**config.mk**
```make
export PLATFORM = sky130hd
export DESIGN_NAME = ps2_host_tx
export DESIGN_NICKNAME = d
export VERILOG_FILES = /design/src/rtl/ps2_host_tx.sv
export SDC_FILE = /design/constraint.sdc
export NUM_CORES = 1
export LEC_CHECK = 0
export BUFFER_PORTS_ARGS = -buffer_cell sky130_fd_sc_hd__buf_4
export CORE_MARGIN = 2
export CORE_UTILIZATION = 28
export CTS_BUF_LIST = sky130_fd_sc_hd__clkbuf_8
export CTS_CLUSTER_SIZE = 24
export DETAILED_ROUTE_END_ITERATION = 10
export SYNTH_ARGS = -nofsm -noshare
export SYNTH_HDL_FRONTEND = slang
export SYNTH_SLANG_ARGS = --single-unit
```
**constraint.sdc**
```tcl
create_clock -name Clock -period 4.55 [get_ports Clock]
set_clock_uncertainty 0.2 [all_clocks]
set_input_delay 0.6825 -clock Clock [delete_from_list [all_inputs] [get_ports Clock]]
set_output_delay 0.6825 -clock Clock [all_outputs]
set_load 0.05 [all_outputs]
```
**src/rtl/ps2_host_tx.sv**
```systemverilog
// PS/2 host-to-device byte transmitter: inhibit, start bit, 8 data bits, odd parity, stop, ACK check.
// Define PS2_TX_TIMEOUT_EN to compile in the transfer watchdog (TIMEOUT_CYCLES).
`timescale 1ns/1ps
module ps2_host_tx #(
    parameter int INHIBIT_CYCLES = 5000,
    parameter int TIMEOUT_CYCLES = 100000
) (
    input  logic       Clock,
    input  logic       Reset,
    input  logic [7:0] iData,
    input  logic       iSend,
    input  logic       iPS2_CLK,
    input  logic       iPS2_DATA,
    output logic       oPS2_CLK_LOW,
    output logic       oPS2_DATA_LOW,
    output logic       oBusy,
    output logic       oDone,
    output logic       oError
);

    localparam int CNT_W = (INHIBIT_CYCLES > 1) ? $clog2(INHIBIT_CYCLES) : 1;

    typedef enum logic [2:0] {
        S_IDLE, S_INHIBIT, S_START, S_SHIFT, S_ACK, S_WAITHI, S_DONE, S_ERR
    } state_e;

    state_e           state_q;
    logic [1:0]       clk_sync_q, dat_sync_q;
    logic             clk_prev_q;
    logic [7:0]       data_q;
    logic             parity_q;
    logic [CNT_W-1:0] cnt_q;
    logic [3:0]       bit_idx_q;
    logic             clk_low_q, data_low_q, busy_q, done_q, error_q;
    logic             clk_s, dat_s, clk_fall;

`ifdef PS2_TX_TIMEOUT_EN
    localparam int WDT_W = (TIMEOUT_CYCLES > 1) ? $clog2(TIMEOUT_CYCLES) : 1;
    logic [WDT_W-1:0] wdt_q;
`else
    localparam int unused_timeout_cycles = TIMEOUT_CYCLES;
`endif

    // Synchronizers reset high: an idle PS/2 bus floats high.
    always_ff @(posedge Clock or negedge Reset) begin
        if (!Reset) begin
            clk_sync_q <= 2'b11;
            dat_sync_q <= 2'b11;
            clk_prev_q <= 1'b1;
        end else begin
            // NOTE: sequential state uses <= so every flop samples pre-edge values.
            clk_sync_q <= {clk_sync_q[0], iPS2_CLK};
            dat_sync_q <= {dat_sync_q[0], iPS2_DATA};
            clk_prev_q <= clk_sync_q[1];
        end
    end

    assign clk_s    = clk_sync_q[1];
    assign dat_s    = dat_sync_q[1];
    assign clk_fall = clk_prev_q & ~clk_s;

    always_ff @(posedge Clock or negedge Reset) begin
        if (!Reset) begin
            state_q    <= S_IDLE;
            data_q     <= '0;
            parity_q   <= 1'b0;
            cnt_q      <= '0;
            bit_idx_q  <= '0;
            clk_low_q  <= 1'b0;
            data_low_q <= 1'b0;
            busy_q     <= 1'b0;
            done_q     <= 1'b0;
            error_q    <= 1'b0;
`ifdef PS2_TX_TIMEOUT_EN
            wdt_q      <= '0;
`endif
        end else begin
            done_q  <= 1'b0;
            error_q <= 1'b0;
            case (state_q)
                S_IDLE: if (iSend) begin
                    data_q    <= iData;
                    parity_q  <= ~^iData;
                    cnt_q     <= CNT_W'(INHIBIT_CYCLES - 1);
                    busy_q    <= 1'b1;
                    clk_low_q <= 1'b1;
                    data_low_q <= 1'b0;
                    state_q   <= S_INHIBIT;
                end
                S_INHIBIT: begin
                    if (cnt_q == '0) begin
                        data_low_q <= 1'b1;
                        state_q    <= S_START;
                    end else begin
                        cnt_q <= cnt_q - 1'b1;
                    end
                end
                S_START: begin
                    clk_low_q <= 1'b0;
                    bit_idx_q <= '0;
                    state_q   <= S_SHIFT;
`ifdef PS2_TX_TIMEOUT_EN
                    wdt_q     <= '0;
`endif
                end
                S_SHIFT: if (clk_fall) begin
                    if (bit_idx_q == 4'd10) begin
                        state_q <= S_ACK;
                    end else begin
                        if (bit_idx_q < 4'd8)
                            data_low_q <= ~data_q[bit_idx_q[2:0]];
                        else if (bit_idx_q == 4'd8)
                            data_low_q <= ~parity_q;
                        else
                            data_low_q <= 1'b0;
                        bit_idx_q <= bit_idx_q + 1'b1;
                    end
                end
                S_ACK:    state_q <= dat_s ? S_ERR : S_WAITHI;
                S_WAITHI: if (clk_s) state_q <= S_DONE;
                S_DONE: begin
                    done_q  <= 1'b1;
                    busy_q  <= 1'b0;
                    state_q <= S_IDLE;
                end
                S_ERR: begin
                    error_q    <= 1'b1;
                    busy_q     <= 1'b0;
                    clk_low_q  <= 1'b0;
                    data_low_q <= 1'b0;
                    state_q    <= S_IDLE;
                end
                default: state_q <= S_IDLE;
            endcase
`ifdef PS2_TX_TIMEOUT_EN
            // NOTE: placed after the case so an expiry overrides the per-state next values.
            if (state_q == S_SHIFT || state_q == S_ACK || state_q == S_WAITHI) begin
                if (wdt_q == WDT_W'(TIMEOUT_CYCLES - 1)) begin
                    clk_low_q  <= 1'b0;
                    data_low_q <= 1'b0;
                    state_q    <= S_ERR;
                end else begin
                    wdt_q <= wdt_q + 1'b1;
                end
            end
`endif
        end
    end

    assign oPS2_CLK_LOW  = clk_low_q;
    assign oPS2_DATA_LOW = data_low_q;
    assign oBusy         = busy_q;
    assign oDone         = done_q;
    assign oError        = error_q;

endmodule

```
# ---- After elaboration in Yosys (flattened, before gate mapping)
# Cells that the tools add are included.
dict set report classes {
  n_addsub 2
  magnitude_cmp 2
  n_eq_ne 16
  n_mux 27
  n_bitwise 4
  n_reduce_logical 17
}
# cell count
set op_table {}
lappend op_table {{2-to-1 mux 13 bit} 2}
lappend op_table {{case mux 13 bit (2 select lines)} 1}
lappend op_table {{case mux 3 bit (7 select lines)} 1}
lappend op_table {{2-to-1 mux 3 bit} 5}
lappend op_table {{!= test 2 bit (second input constant)} 7}
lappend op_table {{zero test 13 bit} 1}
lappend op_table {{subtractor 13 x 1 -> 13 bit (second input constant)} 1}
lappend op_table {{== test 3 bit (second input constant)} 4}
lappend op_table {{2-to-1 mux 1 bit} 10}
lappend op_table {{AND reduction 5 bit} 2}
lappend op_table {{== test 4 bit (second input constant)} 2}
lappend op_table {{2-to-1 mux 4 bit} 2}
lappend op_table {{case mux 4 bit (2 select lines)} 1}
lappend op_table {{nonzero test 2 bit} 4}
lappend op_table {{XNOR reduction 8 bit} 1}
lappend op_table {{== test 3 x 2 -> 1 bit (second input constant)} 2}
lappend op_table {{AND reduction 2 bit} 3}
lappend op_table {{AND reduction 3 bit} 2}
lappend op_table {{adder 4 x 1 -> 4 bit (second input constant)} 1}
lappend op_table {{< comparator 3 x 4 -> 1 bit (second input constant)} 1}
lappend op_table {{< comparator 4 bit (second input constant)} 1}
lappend op_table {{case mux 1 bit (2 select lines)} 2}
lappend op_table {{case mux 1 bit (4 select lines)} 1}
lappend op_table {{nonzero test 4 bit} 1}
lappend op_table {{7 further kinds} 10}
dict set report word_totals {
  register_bits 39
  input_bits 13
  out_inout_bits 5
  wordCells 81
}

# ---- Logic depth before layout (Yosys ltp)
# Gate-level depths: netlist (run 1).
dict set report logic_depth {
  word_depth 7
  depth_mapped 7
  depth_no_buf 6
}

# ---- Worst setup path after synthesis (run 1)
# No wires, ideal clock.
dict set report synth_path {
  path_kind {flip-flop to flip-flop}
  start {register cnt_q[3]}
  end {register cnt_q[10]}
  setup_time_ns 0.078
  arrival_ns 2.012
  required_ns 4.272
  setup_slack_ns 2.260
  path_stages_with_launch 5
  n_path_buf 0
  period_less_slack_ns 2.290
  cell_sequence {dfrtp_1 > or4_4 > or4_4 > or4_1 > a21oi_1}
}
dict set report synth_via {
  elab_chain_len 3
  word_cells_on_any_way 6
  classes_between {add/sub (1); eq/ne (1); mux (2); reduce/logical (2)}
}
# item line
set synth_lines {}
lappend synth_lines {{start, declared} 32} ;# logic [CNT_W-1:0] cnt_q;
lappend synth_lines {{start signal, assigned} 84} ;# cnt_q <= CNT_W'(INHIBIT_CYCLES - 1);
lappend synth_lines {{start signal, assigned} 95} ;# cnt_q <= cnt_q - 1'b1;
lappend synth_lines {{subtractor 13 x 1 -> 13 bit or zero test 13 bit (tied branches)} {95, 91}}
lappend synth_lines {{2-to-1 mux 13 bit or != test 2 bit (tied branches)} -}
lappend synth_lines {{case mux 13 bit (2 select lines) or AND reduction 3 bit (tied branches)} -}
# Parallel ways exist; a longest one is shown, timed or not. The select of a mux whose other input is x is not followed.
# A chain may end at the register's enable or synchronous reset.

# ---- Worst setup path after layout (run 1)
dict set report layout_path {
  start {register state_q[0]}
  end {register cnt_q[11]}
}
dict set report layout_via {
  elab_chain_len 3
  word_cells_on_any_way 7
  classes_between {eq/ne (3); mux (1); reduce/logical (3)}
}
# item line
set layout_lines {}
lappend layout_lines {{start, declared} 27} ;# state_e state_q;
lappend layout_lines {{start signal, assigned} 119} ;# S_ACK: state_q <= dat_s ? S_ERR : S_WAITHI;
lappend layout_lines {{== test 3 x 1 -> 1 bit or zero test 3 bit (tied branches)} 80} ;# case (state_q)
lappend layout_lines {{!= test 2 bit (no source line) or nonzero test 2 bit (tied branches)} -}
lappend layout_lines {{AND reduction 3 bit (no source line)} -}
# Parallel ways exist; a longest one is shown, timed or not.

==> results of run 1 <==
==> metal layers <==
layer  global-route usage  part of all wire
met5                    0                 0
met4               0.0488             0.013
met3               0.0338             0.040
met2                0.178              0.46
met1                0.170              0.49
==> cell usage after synthesis, types with 4 or more instances <==
cell	count
xnor2_1	6
a22o_1	4
nor2_1	10
dfrtp_1	34
nand2_1	39
or4_1	8
inv_1	8
o31ai_1	8
or3_1	5
o22ai_1	4
a31oi_1	4
a21oi_1	8
mux2_2	4
clkbuf_1	8
ha_1	5
dfstp_2	5
nand3_1	9
o21ai_0	9
==> flip-flops by register name (all words and copies together), names as in the netlist <==
name and count:
cnt_q 13, data_q 8, bit_idx_q 4, state_q 3
clk_sync_q 2, dat_sync_q 2, clk_prev_q 1, oBusy 1
oDone 1, oError 1, oPS2_CLK_LOW 1, oPS2_DATA_LOW 1
parity_q 1
==> power by group <==
| group | total, mW | internal, mW | switching (mW) | leakage, nW |
|---|---|---|---|---|
| Combinational | 0.0290 | 0.0138 | 0.0153 | 0.472 |
| Sequential | 0.351 | 0.350 | 0.00113 | 0.460 |
| Clock | 0.296 | 0.163 | 0.133 | 0.0581 |
==> critical path, cell delays in order (launching register included) <==
cell     delay [ns]
dfrtp_1        0.79
or3b_2         0.55
or4_4          0.47
or4_1          0.41
a21oi_1        0.15
==> cell families (layout without fill, tap and decap cells) <==
group	Yosys count	in the layout
and+or+nand+nor	96	96
AOI/OAI and AO/OA	44	44
DFF	39	39
buffers and inverters	16	33
xor gates and xnor gates	7	7
muxes	7	7
adders and majority gates	5	5
==> per-stage QoR <==
stage / util / instance area (µm²) / hold slack [ns] / setup slack (ns) / std cells
after floorplan: - / 2050 / 0.145 / 2.26 / 214
after global placement: 0.317 / 2270 / 0.150 / 1.96 / 322
after CTS: 0.333 / 2390 / 0.161 / 1.92 / 330
after global routing: 0.333 / 2390 / 0.164 / 1.72 / 330
final: 0.333 / 2390 / 0.142 / 1.91 / 330
after detailed placement: 0.317 / 2270 / 0.149 / 1.92 / 322
==> worst max path at each step <==
stage,from,cells past startpoint,to
floorplan,cnt_q[3],4,cnt_q[10]
global placement,state_q[0],4,cnt_q[11]
detailed placement,state_q[0],4,cnt_q[11]
CTS,state_q[0],4,cnt_q[11]
global route,state_q[0],4,cnt_q[10]
finish,state_q[0],4,cnt_q[11]
==> layout make-up <==
class                      instances  area [µm²]
timing repair buffer              17         128
tap                               99         124
clock inverter                     3        43.8
fill                             728        4790
inverter                           8        30.0
sequential                        39         982
clock buffer                       5        68.8
multi-input combinational        159        1010
==> impl_metrics.tcl, run 1 <==
set metrics [dict create \
    maxCapViolCount 0 \
    synth-simple-area-share 0.246 \
    clk_pin_slew_ns 0.08 \
    reg2reg_slack_ns 1.91 \
    dieArea_um2 8030 \
    yosysTopAreaCell "dfrtp_1" \
    dp_hpwl_um 2940 \
    leakagePower_nw 0.991 \
    seq_area_frac_synth 0.478 \
    h-tree-depth 2 \
    globalRoute.totalOverflow 0 \
    antenna_found_initial 0 \
    finalCritPeriodShare 0.581 \
    clk_path_buf_depth 2 \
    cp.arrival_ns 2.66 \
    r2r_end "cnt_q[11]" \
    endpoint_kind "flip-flop" \
    required_ns 4.57 \
    grt.total_usage 0.122 \
    synth-adder-area-share 0.0305 \
    synth_xor_area_frac 0.0299 \
    die_h_um 89.6 \
    gp_congestion 0.751 \
    firstDrtPassIters 4 \
    tightest_slew_ns 0.692 \
    worstHoldPathType "in2async" \
    avgSynthCellArea_um2 9.59 \
    cts-resized-gates 0 \
    synth_compound_area_frac 0.143 \
    yosys_warnings 0 \
    synth_mux_area_frac 0.0427 \
    syn_inst 214 \
    drive_gt1_frac 0.190 \
    fp.coreArea_um2 7180 \
    fin_crit_ns 2.64 \
    io_buffer_count 17 \
    start_kind "flip-flop" \
    wl_um 4280 \
    grt_pass1_vias 1552 \
    vias 1618 \
    yosys.area.top_type_share 0.414 \
    rsz0062_at_grt "false" \
    syn_area_um2 2050 \
    most-common-layout-cells "nand2_1, dfrtp_1, buf_4" \
    finalMaxSlewViolations 0 \
    max-slew-margin-rel 0.539 \
    setup_violations 0 \
    syn-num-nets 232 \
    final_common_cell "nand2_1" \
    synthArstFlopShare 1.00 \
    grt_max_degree 40 \
    power.density_nw_per_um2 283 \
    totalPowerFinal_mw 0.676 \
    final_nets 248 \
    cts_setup_buffers 0 \
    crit_type "reg2reg" \
    ys.flop_type "dfrtp_1" \
    regToRegStartpoint "state_q[0]" \
    cts_root_buffer "clkbuf_8" \
    num_rows 31 \
    die_w_um 89.6 \
    areaGrowthSynthToFinish_pct 16.3 \
    synth_top_family_by_area "simple AND/OR/NAND/NOR gates" \
    start_util 0.286 \
    cts_buffers 5 \
    ant_nets 0 \
    fmax_mhz 378 \
    clock_latency_ns 0.30 \
    cts.hold.buffers_added 0 \
    yosys.cell_types.count 43 \
    outcome "finished, final reports clean" \
    drc 0 \
    worstPathMaxFanout 26 \
    worst_ir_drop_vdd_mv 0.0992 \
    grt_pass1_wl_um 7520 \
    ys_seq_elements 39 \
    rr_worst_depth 4 \
    vias_per_cell 4.90 \
    hold_viol_final 0 \
    fin_setup_tns_ns 0 \
    cts_tree "yes" \
    ys_top_cells_by_area "dfrtp_1, nand2_1, dfstp_2" \
    wl_per_cell_um 13.0 \
    antennaDiodeCount 0 \
    pin_count 18 \
    cts_sinks 39 \
    synth_edf_count 0 \
    drtIter0Drc 122 \
]
(Power assumes the default switching activity.)
==> run 2, diff against run 1 <==
clock period = 2.6 ns   (was 4.55 ns; I/O delays follow)
==> run 2 against run 1 <==
Clock power rose by 32%. Global-route usage fell by 0.44 points. Sequential share of layout area fell by 0.49 points. Combinational power rose by 83%. Wire length rose by 2.1%. Sequential cell count did not move. Sequential power rose by 75%. Design area rose by 1.2%. Die area did not move. Cell count rose by 2.1%.
==> impl_metrics.tcl, run 2 (same netlist as run 1, synthesis figures left out) <==
set metrics [dict create \
    cts_buffers 5 \
    cts.hold.buffers_added 3 \
    drc 0 \
    final_nets 255 \
    gp_congestion 0.748 \
    required_ns 2.61 \
    fin_setup_tns_ns 0 \
    vias 1674 \
    areaGrowthSynthToFinish_pct 17.7 \
    reg2reg_slack_ns 0.19 \
    fin_crit_ns 2.41 \
    io_buffer_count 17 \
    grt_max_degree 40 \
    dp_hpwl_um 3010 \
    crit_path_max_incr_delay_ns 0.59 \
    crit_type "reg2reg" \
    critPathLaunch "cnt_q[3]" \
    die_w_um 89.6 \
    rr_worst_depth 4 \
    hold_viol_final 0 \
    finalCritPeriodShare 0.925 \
    hold_start "iData[7]" \
    outcome "finished, final reports clean" \
    ant_nets 0 \
    endpoint_kind "flip-flop" \
    grt_pass1_wl_um 7220 \
    antenna_found_initial 0 \
    worstPathMaxFanout 6 \
    reg_top3 "cnt_q (13), data_q (8), bit_idx_q (4)" \
    tightest_slew_ns 0.599 \
    cts_setup_buffers 0 \
    max-slew-margin-rel 0.590 \
    wl_um 4370 \
    cp.arrival_ns 2.41 \
    cp_cell_sequence "or4_4 -> or4_4 -> or4_1 -> a21oi_1" \
    worstHoldPathType "in2reg" \
    regToRegStartpoint "cnt_q[3]" \
    clock_latency_ns 0.29 \
    grt.total_usage 0.117 \
    wl_per_cell_um 13.0 \
    antennaDiodeCount 0 \
    die_h_um 89.6 \
    maxCapViolCount 0 \
    rsz0062_at_grt "false" \
    final_util 0.337 \
    min_path_cells 3 \
    cts-resized-gates 0 \
    dieArea_um2 8030 \
    fp.coreArea_um2 7180 \
    crit_slowest_cell "or4_4" \
    leakagePower_nw 1.02 \
    finalMaxSlewViolations 0 \
    setup_violations 0 \
    drive_gt1_frac 0.193 \
    largest_register_ffs 13 \
    r2r_end "cnt_q[10]" \
    fmax_mhz 416 \
    cpMostUsedCell "or4_4" \
    start_util 0.286 \
    worst_ir_drop_vdd_mv 0.188 \
    grt_pass1_vias 1482 \
    final_common_cell "nand2_1" \
    path_delay_family "simple AND/OR/NAND/NOR gates" \
    cts_sinks 39 \
    clk_pin_slew_ns 0.08 \
    start_kind "flip-flop" \
    globalRoute.totalOverflow 0 \
    most-common-layout-cells "nand2_1, dfrtp_1, buf_4" \
    pin_count 18 \
    path_buf_inv 0 \
    power.density_nw_per_um2 438 \
    vias_per_cell 4.97 \
    top_register "cnt_q" \
    firstDrtPassIters 4 \
    num_rows 31 \
    cts_tree "yes" \
    clk_path_buf_depth 2 \
    h-tree-depth 2 \
    drtIter0Drc 135 \
    worstHoldEndpoint "data_q[7]" \
    cts_root_buffer "clkbuf_8" \
]
run 2: worst max path at each step:
stage               cells past startpoint  slack [ns]             to
global route                            6        0.12  oPS2_DATA_LOW
CTS                                     4        0.20      cnt_q[10]
finish                                  4        0.19      cnt_q[10]
detailed placement                      4        0.22      cnt_q[10]
global placement                        4        0.26      cnt_q[11]
floorplan                               4        0.31      cnt_q[10]
run 2: tightest hold or removal path, delay by kind of cell:
family,cells,cell delay (ns)
and+or+nand+nor,2,0.08
buffers and inverters,1,0.09
run 2: where the power goes:
group / internal (mW) / total (mW) / switching [mW]
logic: 0.0270 / 0.0532 / 0.0262
registers: 0.613 / 0.615 / 0.00188
clock network: 0.181 / 0.391 / 0.210
total: 0.821 / 1.06 / 0.238
run 2: metal layers:
layer	share of wire	track usage	vias to the layer above
li1	-	-	829
met5	0	0	-
met1	0.50	0.162	814
met4	0.017	0.0570	0
met2	0.45	0.177	26
met3	0.033	0.0210	5
run 2: area by class of cell:
cell class	instances	area [µm²]
Timing Repair Buffer	24	188
Fill cell	740	4760
Clock buffer	5	68.8
Sequential cell	39	982
Clock inverter	3	12.5
Multi-Input combinational cell	159	1010
Inverter	8	30.0
Tap cell	99	124
run 2: through the flow:
stage | hold slack (ns) | instances | setup slack [ns] | total power, mW | cell area, µm²
detailed placement | 0.149 | 326 | 0.218 | 0.678 | 2300
finish | 0.102 | 337 | 0.195 | 1.06 | 2420
floorplan | -0.106 | 214 | 0.310 | 0.646 | 2050
global route | 0.116 | 337 | 0.122 | 1.11 | 2420
global placement | 0.149 | 326 | 0.260 | 0.678 | 2300
CTS | 0.101 | 337 | 0.200 | 1.07 | 2420
==> run 3, diff against run 2 <==
PLACE_DENSITY_LB_ADDON = 0.2   (was not set)
==> run 3 against run 2 <==
Sequential power is essentially flat. Non-clock buffer count grew 2. Hold slack lost 0.0089 ns. Utilization grew 0.65 points. First-iteration DRC count shrank 36%. Clock power grew 32%. Critical path type unchanged. Highest routed layer unchanged.
==> impl_metrics.tcl, run 3 (same netlist as run 1, synthesis figures left out) <==
set metrics [dict create \
    outcome "finished, final reports clean" \
    multi_input_area_um2 1010 \
    antennaDiodeCount 0 \
    r2r_end "cnt_q[10]" \
    internal_power_mw 0.926 \
    combPwrFrac 0.045 \
    gp_congestion 0.782 \
    fp.coreArea_um2 7180 \
    globalRoute.totalOverflow 0 \
    clk_pin_slew_ns 0.09 \
    finalWorstSetupSlack_ns 0.204 \
    cts_tree "yes" \
    worstHoldEndpoint "data_q[2]" \
    seq_power_share 0.519 \
    finalMaxSlewViolations 0 \
    most-common-layout-cells "nand2_1, dfrtp_1, buf_4" \
    hold_start "iData[2]" \
    stdcell_area_um2 2460 \
    drtIter0Drc 86 \
    reg_top3 "cnt_q (13), data_q (8), bit_idx_q (4)" \
    tightest_slew_ns 0.669 \
    start_util 0.286 \
    worstPathMaxFanout 6 \
    worstHoldPathType "in2reg" \
    grt_max_degree 40 \
    min_path_cells 3 \
    num_rows 31 \
    regToRegStartpoint "cnt_q[3]" \
    io_buffer_count 17 \
    firstDrtPassIters 5 \
    sw_frac_of_total 0.218 \
    clock_latency_ns 0.29 \
    fmax_mhz 417 \
    grt_pass1_wl_um 7610 \
    placed_cell_area_um2 2320 \
    cpMostUsedCell "or4_4" \
    crit_slowest_cell "or4_4" \
    cts_root_buffer "clkbuf_8" \
    grt_pass1_vias 1538 \
    crit_path_max_incr_delay_ns 0.60 \
    dieArea_um2 8030 \
    cts_sinks 39 \
    dp_cells 328 \
    totalPowerFinal_mw 1.18 \
    rsz0062_at_grt "false" \
    maxCapViolCount 0 \
    final_common_cell "nand2_1" \
    wl_per_cell_um 13.4 \
    required_ns 2.61 \
    num-fill-cells 749 \
    h-tree-depth 2 \
    die_w_um 89.6 \
    finalCritPeriodShare 0.922 \
    antenna_found_initial 0 \
    drive_gt1_frac 0.208 \
    grt.total_usage 0.124 \
    max-slew-margin-rel 0.553 \
    endpoint_kind "flip-flop" \
    top_register "cnt_q" \
    vias_per_cell 4.88 \
    worst_ir_drop_vdd_mv 0.193 \
    crit_type "reg2reg" \
    die_h_um 89.6 \
    layoutNonFillerInstCount 339 \
    hold_viol_final 0 \
    final_util 0.343 \
    areaGrowthSynthToFinish_pct 19.9 \
    clk_path_buf_depth 2 \
    fin_crit_ns 2.40 \
    wl_um 4540 \
    cp_cell_sequence "or4_4 -> or4_4 -> or4_1 -> a21oi_1" \
    reg2reg_slack_ns 0.20 \
    regArea_um2 982 \
    rr_worst_depth 4 \
    start_kind "flip-flop" \
    leakagePower_nw 1.03 \
    place_ws_ns 0.218 \
    cp.arrival_ns 2.41 \
    whs_ns 0.0934 \
    largest_register_ffs 13 \
    cts_buffers 5 \
    drc 0 \
    vias 1654 \
    power.switching_mw 0.259 \
    fin_setup_tns_ns 0 \
    power.density_nw_per_um2 481 \
    setup_violations 0 \
    pin_count 18 \
    critPathLaunch "cnt_q[3]" \
    ant_nets 0 \
    clock_power_share 0.436 \
    final_nets 257 \
    dp_hpwl_um 3160 \
]
[run 3: metal layers]
| metal | GRT usage | vias to the layer above | part of all wire |
|---|---|---|---|
| met5 | 0 | - | 0 |
| met4 | 0.0448 | 0 | 0.0088 |
| met3 | 0.0329 | 2 | 0.030 |
| met2 | 0.189 | 26 | 0.46 |
| met1 | 0.171 | 802 | 0.50 |
| li1 | - | 824 | - |
[run 3: critical path: cells and delay by family (launching register included)]
kind / cells / cell delay (ns)
compound gates: 1 / 0.15
flops: 1 / 0.43
simple gates: 3 / 1.53
[run 3: final cells by class]
class,instances,area share
multi-input combinational,159,0.411
sequential,39,0.399
timing repair buffer,26,0.0823
tap,99,0.0503
clock buffer,5,0.0279
clock inverter,3,0.0178
inverter,8,0.0122
[run 3: power groups by stage]
stage | clock network (mW) | registers [mW] | logic [mW]
after floorplan | 0 | 0.626 | 0.0198
after global routing | 0.560 | 0.616 | 0.0606
after detailed placement | 0 | 0.627 | 0.0521
after CTS | 0.534 | 0.615 | 0.0558
final | 0.516 | 0.615 | 0.0535
after global placement | 0 | 0.627 | 0.0528
[run 3: how the worst max path moves through the flow]
stage | to | slack [ns] | depth (start not counted)
2_1_floorplan | cnt_q[10] | 0.31 | 4
4_1_cts | cnt_q[10] | 0.20 | 4
5_1_grt | cnt_q[11] | 0.14 | 4
3_3_place_gp | cnt_q[10] | 0.25 | 4
6_report | cnt_q[10] | 0.20 | 4
3_5_place_dp | cnt_q[10] | 0.22 | 4
[run 3: what timing repair did]
action / in CTS / in global routing
endpoints found under the setup margin: 0 / 0
buffers inserted: 0 / 0
hold buffers: 3 / 0
gates resized for setup: 0 / 0
endpoints found under the hold margin: 36 / 0
